## config.mk

```make
export PLATFORM = sky130hd
export DESIGN_NAME = fir_sample_loader
export DESIGN_NICKNAME = d
export VERILOG_FILES = /design/src/rtl/fir_sample_loader_pkg.sv /design/src/rtl/fir_sample_loader.sv
export SDC_FILE = /design/constraint.sdc
export NUM_CORES = 1
export LEC_CHECK = 0
export CORE_AREA = 2 2 68 77
export DETAILED_ROUTE_END_ITERATION = 6
export DIE_AREA = 0 0 70 79
export GPL_TIMING_DRIVEN = 0
export PLACE_DENSITY = 0.79
export SLEW_MARGIN = 40
export SYNTH_ARGS = -nofsm -noshare
export SYNTH_HDL_FRONTEND = slang
export SYNTH_SLANG_ARGS = --single-unit
```

## constraint.sdc

```tcl
create_clock -name clk -period 1.87 [get_ports clk]
set_clock_uncertainty 0.2 [all_clocks]
set_input_delay 0.187 -clock clk [delete_from_list [all_inputs] [get_ports clk]]
set_output_delay 0.187 -clock clk [all_outputs]
set_load 0.01 [all_outputs]
```

## src/rtl/fir_sample_loader_pkg.sv

```systemverilog
// Shared constants and state encoding for the FIR sample loader.
// The loader writes one frame of samples into FIR sample memory and then starts the filter.
package fir_sample_loader_pkg;

    localparam int LDR_SAMPLE_W     = 8;
    localparam int LDR_ADDR_W       = 10;
    localparam int LDR_DEPTH        = 1024;
    localparam int LDR_START_CYCLES = 1;

    typedef enum logic [1:0] {
        ST_LOAD = 2'd0,
        ST_PAD  = 2'd1,
        ST_KICK = 2'd2,
        ST_WAIT = 2'd3
    } ldr_state_e;

endpackage

```

## src/rtl/fir_sample_loader.sv

```systemverilog
// Streams a frame of samples into FIR sample memory (port A), zero-pads short frames,
// pulses fir_start and then holds off new input until the filter signals done.
module fir_sample_loader
    import fir_sample_loader_pkg::*;
#(
    parameter int DATA_W       = LDR_SAMPLE_W,
    parameter int ADDR_W       = LDR_ADDR_W,
    parameter int DEPTH        = LDR_DEPTH,
    parameter int START_CYCLES = LDR_START_CYCLES
) (
    input  logic              clk,
    input  logic              rst_n,
    input  logic              s_valid,
    output logic              s_ready,
    input  logic [DATA_W-1:0] s_data,
    input  logic              s_last,
    output logic              mem_we,
    output logic [ADDR_W-1:0] mem_addr,
    output logic [DATA_W-1:0] mem_data,
    output logic              fir_start,
    input  logic              fir_done,
    output logic              busy,
    output logic [ADDR_W:0]   frame_len
);

    localparam int                CNT_W     = $clog2(START_CYCLES + 1);
    localparam logic [ADDR_W-1:0] LAST_ADDR = ADDR_W'(DEPTH - 1);
    localparam logic [ADDR_W:0]   FULL_LEN  = (ADDR_W + 1)'(DEPTH);
    localparam logic [CNT_W-1:0]  CNT_LAST  = CNT_W'(START_CYCLES - 1);

    ldr_state_e        state_q, state_d;
    logic [ADDR_W-1:0] wr_addr_q, wr_addr_d;
    logic              mem_we_q, mem_we_d;
    logic [ADDR_W-1:0] mem_addr_q, mem_addr_d;
    logic [DATA_W-1:0] mem_data_q, mem_data_d;
    logic              start_q, start_d;
    logic [CNT_W-1:0]  start_cnt_q, start_cnt_d;
    logic [ADDR_W:0]   frame_len_q, frame_len_d;
    logic              done_low_q, done_low_d;
    logic              accept_s;
    logic              at_last_s;

    assign s_ready   = (state_q == ST_LOAD);
    assign accept_s  = s_valid & s_ready;
    assign at_last_s = (wr_addr_q == LAST_ADDR);

    assign mem_we    = mem_we_q;
    assign mem_addr  = mem_addr_q;
    assign mem_data  = mem_data_q;
    assign fir_start = start_q;
    assign frame_len = frame_len_q;
    assign busy      = (state_q != ST_LOAD);

    // Next-state and output decode for the load/pad/kick/wait sequence.
    always_comb begin
        state_d     = state_q;
        wr_addr_d   = wr_addr_q;
        mem_we_d    = 1'b0;
        mem_addr_d  = mem_addr_q;
        mem_data_d  = mem_data_q;
        start_d     = 1'b0;
        start_cnt_d = start_cnt_q;
        frame_len_d = frame_len_q;
        done_low_d  = done_low_q;

        case (state_q)
            ST_LOAD: begin
                done_low_d  = 1'b0;
                start_cnt_d = '0;
                if (accept_s) begin
                    mem_we_d   = 1'b1;
                    mem_addr_d = wr_addr_q;
                    mem_data_d = s_data;
                    // A full frame ends on the last address regardless of s_last.
                    if (at_last_s) begin
                        state_d     = ST_KICK;
                        wr_addr_d   = '0;
                        frame_len_d = FULL_LEN;
                    end else if (s_last) begin
                        state_d     = ST_PAD;
                        wr_addr_d   = wr_addr_q + 1'b1;
                        frame_len_d = {1'b0, wr_addr_q} + {{ADDR_W{1'b0}}, 1'b1};
                    end else begin
                        wr_addr_d = wr_addr_q + 1'b1;
                    end
                end else begin
                    wr_addr_d = wr_addr_q;
                end
            end
            ST_PAD: begin
                mem_we_d   = 1'b1;
                mem_addr_d = wr_addr_q;
                mem_data_d = '0;
                if (at_last_s) begin
                    state_d   = ST_KICK;
                    wr_addr_d = '0;
                end else begin
                    wr_addr_d = wr_addr_q + 1'b1;
                end
            end
            ST_KICK: begin
                start_d = 1'b1;
                if (!fir_done) begin
                    done_low_d = 1'b1;
                end else begin
                    done_low_d = done_low_q;
                end
                if (start_cnt_q == CNT_LAST) begin
                    state_d     = ST_WAIT;
                    start_cnt_d = '0;
                end else begin
                    start_cnt_d = start_cnt_q + 1'b1;
                end
            end
            ST_WAIT: begin
                // Only a rising done after a low phase releases the loader; a sticky high is ignored.
                if (done_low_q && fir_done) begin
                    state_d    = ST_LOAD;
                    done_low_d = 1'b0;
                end else if (!fir_done) begin
                    done_low_d = 1'b1;
                end else begin
                    done_low_d = done_low_q;
                end
            end
            default: begin
                state_d = ST_LOAD;
            end
        endcase
    end

    // State and registered-output flops.
    always_ff @(posedge clk or negedge rst_n) begin
        if (!rst_n) begin
            state_q     <= ST_LOAD;
            wr_addr_q   <= '0;
            mem_we_q    <= 1'b0;
            mem_addr_q  <= '0;
            mem_data_q  <= '0;
            start_q     <= 1'b0;
            start_cnt_q <= '0;
            frame_len_q <= '0;
            done_low_q  <= 1'b0;
        end else begin
            state_q     <= state_d;
            wr_addr_q   <= wr_addr_d;
            mem_we_q    <= mem_we_d;
            mem_addr_q  <= mem_addr_d;
            mem_data_q  <= mem_data_d;
            start_q     <= start_d;
            start_cnt_q <= start_cnt_d;
            frame_len_q <= frame_len_d;
            done_low_q  <= done_low_d;
        end
    end

endmodule
```

After elaboration in Yosys (flattened, before gate mapping). Index checks and enable logic that the tools add are counted.

Word-level logic and storage cells: 56. Output and inout bits: 33. Flip-flop bits (word level): 45. Bits of input ports: 13.

Reductions and logical operators: 10. Bitwise logic cells: 1. Multiplexer cells: 24. Equal/unequal tests: 9. Add/subtract/negate cells: 3.

Operators with widths (count): $pmux 10 s2 (2); $mux 10 (3); $mux 11 (2); $pmux 8 s2 (1); $mux 2 (6); $add 10x1->11 const B (1); $add 10x1->10 const B (1); $eq 10x10->1 const B (1); $mux 8 (1); $pmux 2 s4 (1); $reduce_bool 2->1 (4); $ne 2x2->1 const B (3); $mux 1 (5); $reduce_and 5->1 (1); $eq 2x2->1 const B (2); $pmux 1 s2 (2); $ne 3x1->1 const B (1); $pmux 1 s3 (1); $reduce_and 3->1 (1); $reduce_bool 3->1 (1); $eq 2x1->1 const B (1); $logic_not 2->1 (1); $ne 2x1->1 const B (1); $reduce_and 2->1 (1); 3 further kinds (3).

Depth between registers and ports, before layout. Gate-level depths: netlist of the first run.

Depth after elaboration: 4. Mapped depth: 7. Depth with buffers taken out: 6.

Worst setup path after synthesis of the first run. No wires, ideal clock.

Kind: register to register. From: register state_q[1]. To: register wr_addr_q[0]. Data required time: 1.545 ns. Arrival time: 1.809 ns. Setup slack: -0.264 ns. Period minus slack after synthesis: 2.134 ns. Stages on the path, launching flop included: 7. Buffers on the path: 1. Path through: dfrtp_1 inv_1 ha_1 mux2i_1 clkbuf_1 nor2_1 mux2_2.

Word-level cells in the longest chain between the ends: 4.

Ends and longest elaborated chain: from (decl) (line fir_sample_loader.sv:31) `ldr_state_e state_q, state_d;`; from (signal assigned) (line fir_sample_loader.sv:145) `state_q <= state_d;`; $logic_not 2->1 (*) (line fir_sample_loader.sv:43) `assign s_ready = (state_q == ST_LOAD);`; named net s_ready (line fir_sample_loader.sv:14) `output logic s_ready,`; $and 1x1->1 (line fir_sample_loader.sv:44) `assign accept_s = s_valid & s_ready;`; $ne 2x1->1 (no line); $reduce_and 2->1 (no line); to (signal assigned) (line fir_sample_loader.sv:146) `wr_addr_q <= wr_addr_d;`; to (decl) (line fir_sample_loader.sv:32) `logic [ADDR_W-1:0] wr_addr_q, wr_addr_d;`.

The timed path passes the listed nets; every way through them passes the cells marked *. A chain may end at the register's enable or synchronous reset.

Worst setup path after layout of the first run.
From: register wr_addr_q[0]. To: register frame_len_q[6] (netlist: frame_len[6]).

Word-level cells in the longest chain between the ends: 3.

Ends and longest elaborated chain: $add 10x1->11 / $eq 10x10->1 (equally long branches) (line fir_sample_loader.sv:82, fir_sample_loader.sv:45); $mux 11 / $reduce_bool 2->1 (equally long branches); $mux 11 / $reduce_and 3->1 (equally long branches); to (signal assigned) (line fir_sample_loader.sv:152) `frame_len_q <= frame_len_d;`; to (decl) (line fir_sample_loader.sv:38) `logic [ADDR_W:0] frame_len_q, frame_len_d;`.

Several ways; a longest one is shown, not always the timed one. The select of a mux whose other input is x is not followed.

==> results of run 1 <==
==> state kept, by name (all words and copies together) (netlist names) <==
signal      flops
done_low_q      1
fir_start       1
frame_len      11
mem_addr       10
mem_data        8
mem_we          1
state_q         2
wr_addr_q      10
==> stage by stage <==
stage / utilization / setup slack (ns) / setup TNS (ns) / hold WS [ns]
final: 0.6560 / -0.03629 / -0.1005 / 0.2138
after global routing: 0.6560 / -0.07208 / -0.8889 / 0.2597
after CTS: 0.6166 / -0.009764 / -0.009764 / 0.2267
after detailed placement: 0.5503 / -0.3268 / -5.129 / 0.01998
after global placement: 0.5509 / -0.7243 / -36.38 / 0.2706
after floorplan: - / 0.009420 / 0 / -0.3086
==> layout make-up <==
type	instances	area, um2	area share
clock buffers	7	96.34	0.03062
multi-input cells	127	1097	0.3487
repair buffers	68	656.9	0.2087
plain buffers	7	61.31	0.01948
well taps	58	72.57	0.02306
clock inverters	1	30.03	0.009543
inverters	6	23.77	0.007555
flip-flops and latches	44	1109	0.3523
==> kinds of logic after synthesis <==
kind of cell | count (synthesis)
and+or+nand+nor | 51
DFF | 44
AOI/OAI and AO/OA | 43
buffers and inverters | 15
muxes | 15
xor gates and xnor gates | 12
adders and majority gates | 6
==> layer usage <==
layer / wire length [um] / up-vias / track usage / part of all wire
met2: 2656 / 45 / 0.3295 / 0.52
met4: 63 / 0 / 0.07692 / 0.012
li1: - / 806 / - / -
met3: 285 / 7 / 0.04569 / 0.055
met1: 2137 / 876 / 0.2229 / 0.42
met5: 0 / - / 0 / 0
==> repair_timing <==
item / in CTS / in global routing
cloned: 1 / 0
setup endpoints to repair: 29 / 26
pin swaps: 3 / 7
resized for setup: 20 / 36
setup buffers: 13 / 8
hold endpoints to repair: 44 / 0
hold buffers: 1 / 0
==> worst reg2reg max path: cells and delay by family, from the launching register on <==
kind            cells  cell delay (ns)
flops               1             0.40
fa+ha+maj           1             0.18
simple gates        2             0.37
mux                 1             0.29
compound gates      1             0.06
buf+inv             2             0.30
==> power groups by stage <==
stage | registers, mW | logic [mW] | clock network, mW
finish | 1.53 | 2.73 | 0.791
CTS | 1.52 | 2.45 | 0.810
detailed placement | 1.56 | 2.05 | 0
global placement | 1.55 | 1.99 | 0
global route | 1.58 | 2.94 | 0.850
floorplan | 1.64 | 1.10 | 0
==> worst max path at each step <==
| stage | endpoint | slack, ns | cells after the start |
|---|---|---|---|
| final | frame_len[6]$_DFFE_PN0P_ | -0.04 | 7 |
| after CTS | wr_addr_q[0]$_DFFE_PN0P_ | -0.01 | 6 |
| after floorplan | mem_addr[0]$_DFFE_PN0P_ | 0.009 | 5 |
| after global placement | frame_len[5]$_DFFE_PN0P_ | -0.72 | 1 |
| after global routing | frame_len[4]$_DFFE_PN0P_ | -0.07 | 7 |
| after detailed placement | frame_len[7]$_DFFE_PN0P_ | -0.33 | 5 |
==> cells in the final DEF, fill, tap and decap left out, types with 2 or more instances in the layout <==
| cell type | instances |
|---|---|
| nand3_4 | 2 |
| nand3_1 | 3 |
| a211oi_2 | 2 |
| dfrtp_1 | 38 |
| dlygate4sd2_1 | 2 |
| nor2_1 | 8 |
| a21oi_1 | 3 |
| nor3_4 | 2 |
| buf_12 | 2 |
| a22o_1 | 3 |
| o21ai_0 | 11 |
| xnor2_1 | 5 |
| a21o_1 | 5 |
| buf_8 | 2 |
| xor2_1 | 7 |
| ha_4 | 2 |
| inv_2 | 2 |
| ha_1 | 3 |
| nand2b_1 | 2 |
| buf_6 | 3 |
| nand2_1 | 17 |
| inv_1 | 3 |
| and4_1 | 2 |
| mux2_2 | 2 |
| dfrtp_2 | 6 |
| clkdlybuf4s50_1 | 42 |
| o31ai_1 | 2 |
| o2bb2ai_1 | 5 |
| or3_4 | 2 |
| clkbuf_8 | 7 |
| a22oi_1 | 6 |
| mux2_4 | 12 |
| buf_4 | 20 |
| and3_1 | 4 |
==> results.ini, run 1 <==
[clocking]
insertion_delay_ns = 0.30
cts_root_buf = clkbuf_8
clk_pin_slew_ns = 0.08
htreeDepth = 2
cts_buffer_depth = 2
cts_tree = yes
clkSinkCount = 44
cts_buffers = 5

[timing]
period_share = 1.019
drv_slew = 0
clock.fmax_mhz = 524.6
finalSetupViolCount = 4
slew_headroom = 0.6340
setup_ws_ns = -0.03629
tightest_slew_ns = 0.5490
post-route-min-period_ns = 1.906
rsz0062_at_grt = yes
hold_viol = 0

[power]
clkPwrFrac = 0.157
ir_drop_uv = 832.9
power_frac_seq = 0.303
finalPower_mw = 5.054
leakage_nw = 1.413
combPwrFrac = 0.540
power.internal_mw = 3.292
pwr_density_cell_nw_per_um2 = 1606
swShare = 0.3486
p_switching_mw = 1.762

[place]
place_inst = 289
port_buffers = 45
place_congestion = 0.8278
dpl.hpwl_mm = 3.137
place_area_um2 = 2640

[routing]
route.final.wire_length_mm = 5.143
vias_per_cell = 5.453
drcViolationCount = 0
wire_per_inst_um = 16.17
num_vias = 1734
ant_nets = 0
dr.pass1.iters = 4
drt-initial-drc-count = 64

[synth]
synth.ff_latch_count = 44
avgSynthCellArea_um2 = 11.23
yosys.area.top_type = dfrtp_1
synth_cell_types = 38
synth_xor_xnor_area_share = 0.05030
synth_top_area_frac = 0.5269
async_flop_share = 1.000
synthMuxAreaShare = 0.08024
ys_seq_area_frac = 0.5269
synth_edf_count = 0
synth_warnings = 0
synth-main-ff-cell = dfrtp_1
synth_top_family_by_area = compound AO/OA/AOI/OAI gates
synth_compound_area_frac = 0.1437
synthCells = 186
ys_top_cells_by_area = dfrtp_1, mux2_2, ha_1, nand2_1, xor2_1
yosysMostFrequentCell = dfrtp_1
synthesis.nets = 205
yosys.area_share.adder = 0.03593
yosys.area_share.simple = 0.1299
netlist_top_cells_count = dfrtp_1, nand2_1, mux2_2
netlist_area_um2 = 2090

[die]
core_area_um2 = 4797
num_io_pins = 46
die_h_um = 79
initial_core_util = 0.4356
num_rows = 27
die_area_um2 = 5530
die_w_um = 70

[cells_and_area]
final_nets = 278
n_antenna_cell = 0
design_area_um2 = 3147
layout-drive-gt1-share = 0.3038
nFillCells = 389
layout.cells.non_filler = 318
area_delta_synth_final_pct = 50.60

[worst_setup_path]
crit_chain = ha_4, nand3_4, nor3_4, buf_12, o21ai_4, buf_6, mux2_4
slowest_stage = dfrtp_2
crit_fanout = 7
regToRegSetupSlack_ns = -0.04
worstReg2RegStart = wr_addr_q[0]$_DFFE_PN0P_
slowest_delay_ns = 0.40
reg2reg_depth = 7
worst-path-buf-inv = 2
cp-end-kind = register
cp.required_ns = 1.85
path_class = register to register
rr_endpoint = frame_len[6]$_DFFE_PN0P_
crit_arrival_ns = 1.89
path_delay_family = flip-flops
critPathLaunch = wr_addr_q[0]$_DFFE_PN0P_
start_kind = register

[global_route]
antenna_found_initial = 0
grt_pass1_vias = 1748
grt-ovfl-total = 0
grt_max_degree = 45
grt_pass1_wl_mm = 8.148
track_usage = 0.1887

[outcome]
violations = setup timing
outcome = finished with violations

[job]
cap_violations = 0

[hold_path]
hold_path.class = input pin to async pin

No activity file was read; power rests on OpenSTA's default activity.
==> inputs of run 2 (changes only) <==
- CELL_PAD_IN_SITES_DETAIL_PLACEMENT: default -> 2
- CELL_PAD_IN_SITES_GLOBAL_PLACEMENT: default -> 2
- CORE_AREA: 2 2 68 77 -> 2 2 84 95
- DIE_AREA: 0 0 70 79 -> 0 0 86 97
==> results.ini, run 2 (same netlist as run 1, synthesis figures left out) <==
[cells_and_area]
multi_input_area_um2 = 1179  ; +7.4%
layout-drive-gt1-share = 0.3547  ; +0.05087
seq_area_um2 = 1109  ; unchanged
nFillCells = 721  ; +85%
n_antenna_cell = 0  ; unchanged
final_common_cell = clkdlybuf4s50_1
final_nets = 283  ; +1.8%
layout.cells.non_filler = 352  ; +11%
largest_register_ffs = 11  ; unchanged
area_delta_synth_final_pct = 59.10
final_cell_mix = clkdlybuf4s50_1, dfrtp_1, buf_4
design_area_um2 = 3324  ; +5.6%

[power]
leakage_nw = 1.460  ; +3.3%
ir_drop_uv = 668.8  ; -20%
pwr_density_cell_nw_per_um2 = 1669  ; +3.9%

[worst_setup_path]
reg2reg_depth = 7  ; unchanged
crit_chain = inv_2, ha_4, buf_6, nor2b_4, or3_4, a211oi_2, a221oi_2
regToRegSetupSlack_ns = -0.05  ; about the same
crit_fanout = 5  ; -2
slowest_stage = dfrtp_1
worstReg2RegStart = state_q[0]$_DFFE_PN0P_
slowest_delay_ns = 0.40  ; about the same
cp.required_ns = 1.86  ; about the same
crit_arrival_ns = 1.91  ; +0.02 ns
rr_endpoint = state_q[0]$_DFFE_PN0P_
cp-end-kind = register
start_kind = register
path_class = register to register

[global_route]
grt_max_degree = 42  ; -6.7%
track_usage = 0.1592  ; -0.02946
grt-ovfl-total = 0  ; unchanged
grt_pass1_vias = 1983  ; +13%
grt_pass1_wl_mm = 10.45  ; +28%
antenna_found_initial = 0  ; unchanged

[clocking]
cts_buffer_depth = 2  ; unchanged
cts_root_buf = clkbuf_8
clk_pin_slew_ns = 0.09  ; about the same
insertion_delay_ns = 0.31  ; about the same
cts_buffers = 5  ; unchanged
clkSinkCount = 44  ; unchanged
cts_tree = yes
htreeDepth = 2  ; unchanged

[outcome]
outcome = finished with violations
violations = setup timing

[place]
place_area_um2 = 2696  ; +2.1%
place_congestion = 0.6969  ; -16%
port_buffers = 45  ; unchanged
place_inst = 319  ; +10%
dpl.hpwl_mm = 4.012  ; +28%

[die]
core_area_um2 = 7308  ; +52%
die_area_um2 = 8342  ; +51%
die_h_um = 97  ; +23%
initial_core_util = 0.2859  ; -0.1497
num_io_pins = 46  ; unchanged
die_w_um = 86  ; +23%
num_rows = 33  ; +22%

[routing]
vias_per_cell = 5.040  ; -7.6%
drcViolationCount = 0  ; unchanged
dr.pass1.iters = 4  ; unchanged
wire_per_inst_um = 20.21  ; +25%
num_vias = 1774  ; +2.3%
route.final.wire_length_mm = 7.114  ; +38%
ant_nets = 0  ; unchanged
drt-initial-drc-count = 27  ; -58%

[timing]
clock.fmax_mhz = 521.7  ; -0.55%
fin_setup_tns_ns = -0.2128  ; -0.1123 ns
finalSetupViolCount = 12  ; +8
post-route-min-period_ns = 1.917  ; +0.01052 ns
drv_slew = 0  ; unchanged
holdWs_ns = 0.02777  ; -0.1860 ns
period_share = 1.025  ; +0.005627
rsz0062_at_grt = yes
hold_viol = 0  ; unchanged
slew_headroom = 0.7128  ; +0.07882
setup_ws_ns = -0.04682  ; -0.01052 ns
tightest_slew_ns = 0.4307  ; -0.1182 ns

[job]
cap_violations = 0  ; unchanged

[hold_path]
hold_path.class = input pin to async pin

run 2: power by group:
part	internal [mW]	switching, mW	total, mW
sequential	1.31	0.255	1.56
combinational	1.79	1.42	3.21
clock	0.403	0.375	0.778
total	3.50	2.05	5.55
run 2: worst max-delay path: cells and delay by family, from the launching register on:
kind,cells,cell delay (ns)
AND/OR/NAND/NOR,2,0.47
adder cells (fa/ha/maj),1,0.20
buffers and inverters,2,0.19
flip-flops,1,0.40
AO/OA/AOI/OAI,2,0.33
run 2: routing by layer:
metal / GRT usage / share of wire
met5: 0 / 0
met1: 0.1961 / 0.41
met4: 0.04029 / 0.015
met2: 0.2803 / 0.53
met3: 0.03157 / 0.042
run 2: final cells by class:
class	count	area share
clock inverters	3	0.01393
inverters	6	0.007527
plain buffers	7	0.02371
multi-input cells	127	0.3545
clock buffers	5	0.02070
flip-flops and latches	44	0.3335
well taps	87	0.03274
repair buffers	73	0.2134
run 2: through the flow:
stage	utilization	worst slack [ns]	total power [mW]
finish	0.4549	-0.04682	5.550
floorplan	-	0.009420	2.745
global placement	0.3665	-0.8836	3.610
detailed placement	0.3689	-0.3778	3.718
CTS	0.4205	-0.02265	4.968
global route	0.4549	-0.1280	5.905
run 2: repair_timing:
item                       CTS  global route
hold endpoints to repair    44             0
buffers inserted            17             8
hold buffers                 1             0
pin swaps                    9            10
cloned                       1             0
resized for setup           30            49
setup endpoints to repair   39            31
run 2: worst max-delay path by stage:
stage	from	endpoint	slack, ns	cells after the start
floorplan	state_q[0]$_DFFE_PN0P_	mem_addr[0]$_DFFE_PN0P_	0.009	5
global placement	rst_n	frame_len[4]$_DFFE_PN0P_	-0.88	1
detailed placement	s_valid	frame_len[7]$_DFFE_PN0P_	-0.38	5
CTS	state_q[0]$_DFFE_PN0P_	mem_addr[7]$_DFFE_PN0P_	-0.02	5
global route	state_q[0]$_DFFE_PN0P_	state_q[0]$_DFFE_PN0P_	-0.13	7
finish	state_q[0]$_DFFE_PN0P_	state_q[0]$_DFFE_PN0P_	-0.05	7
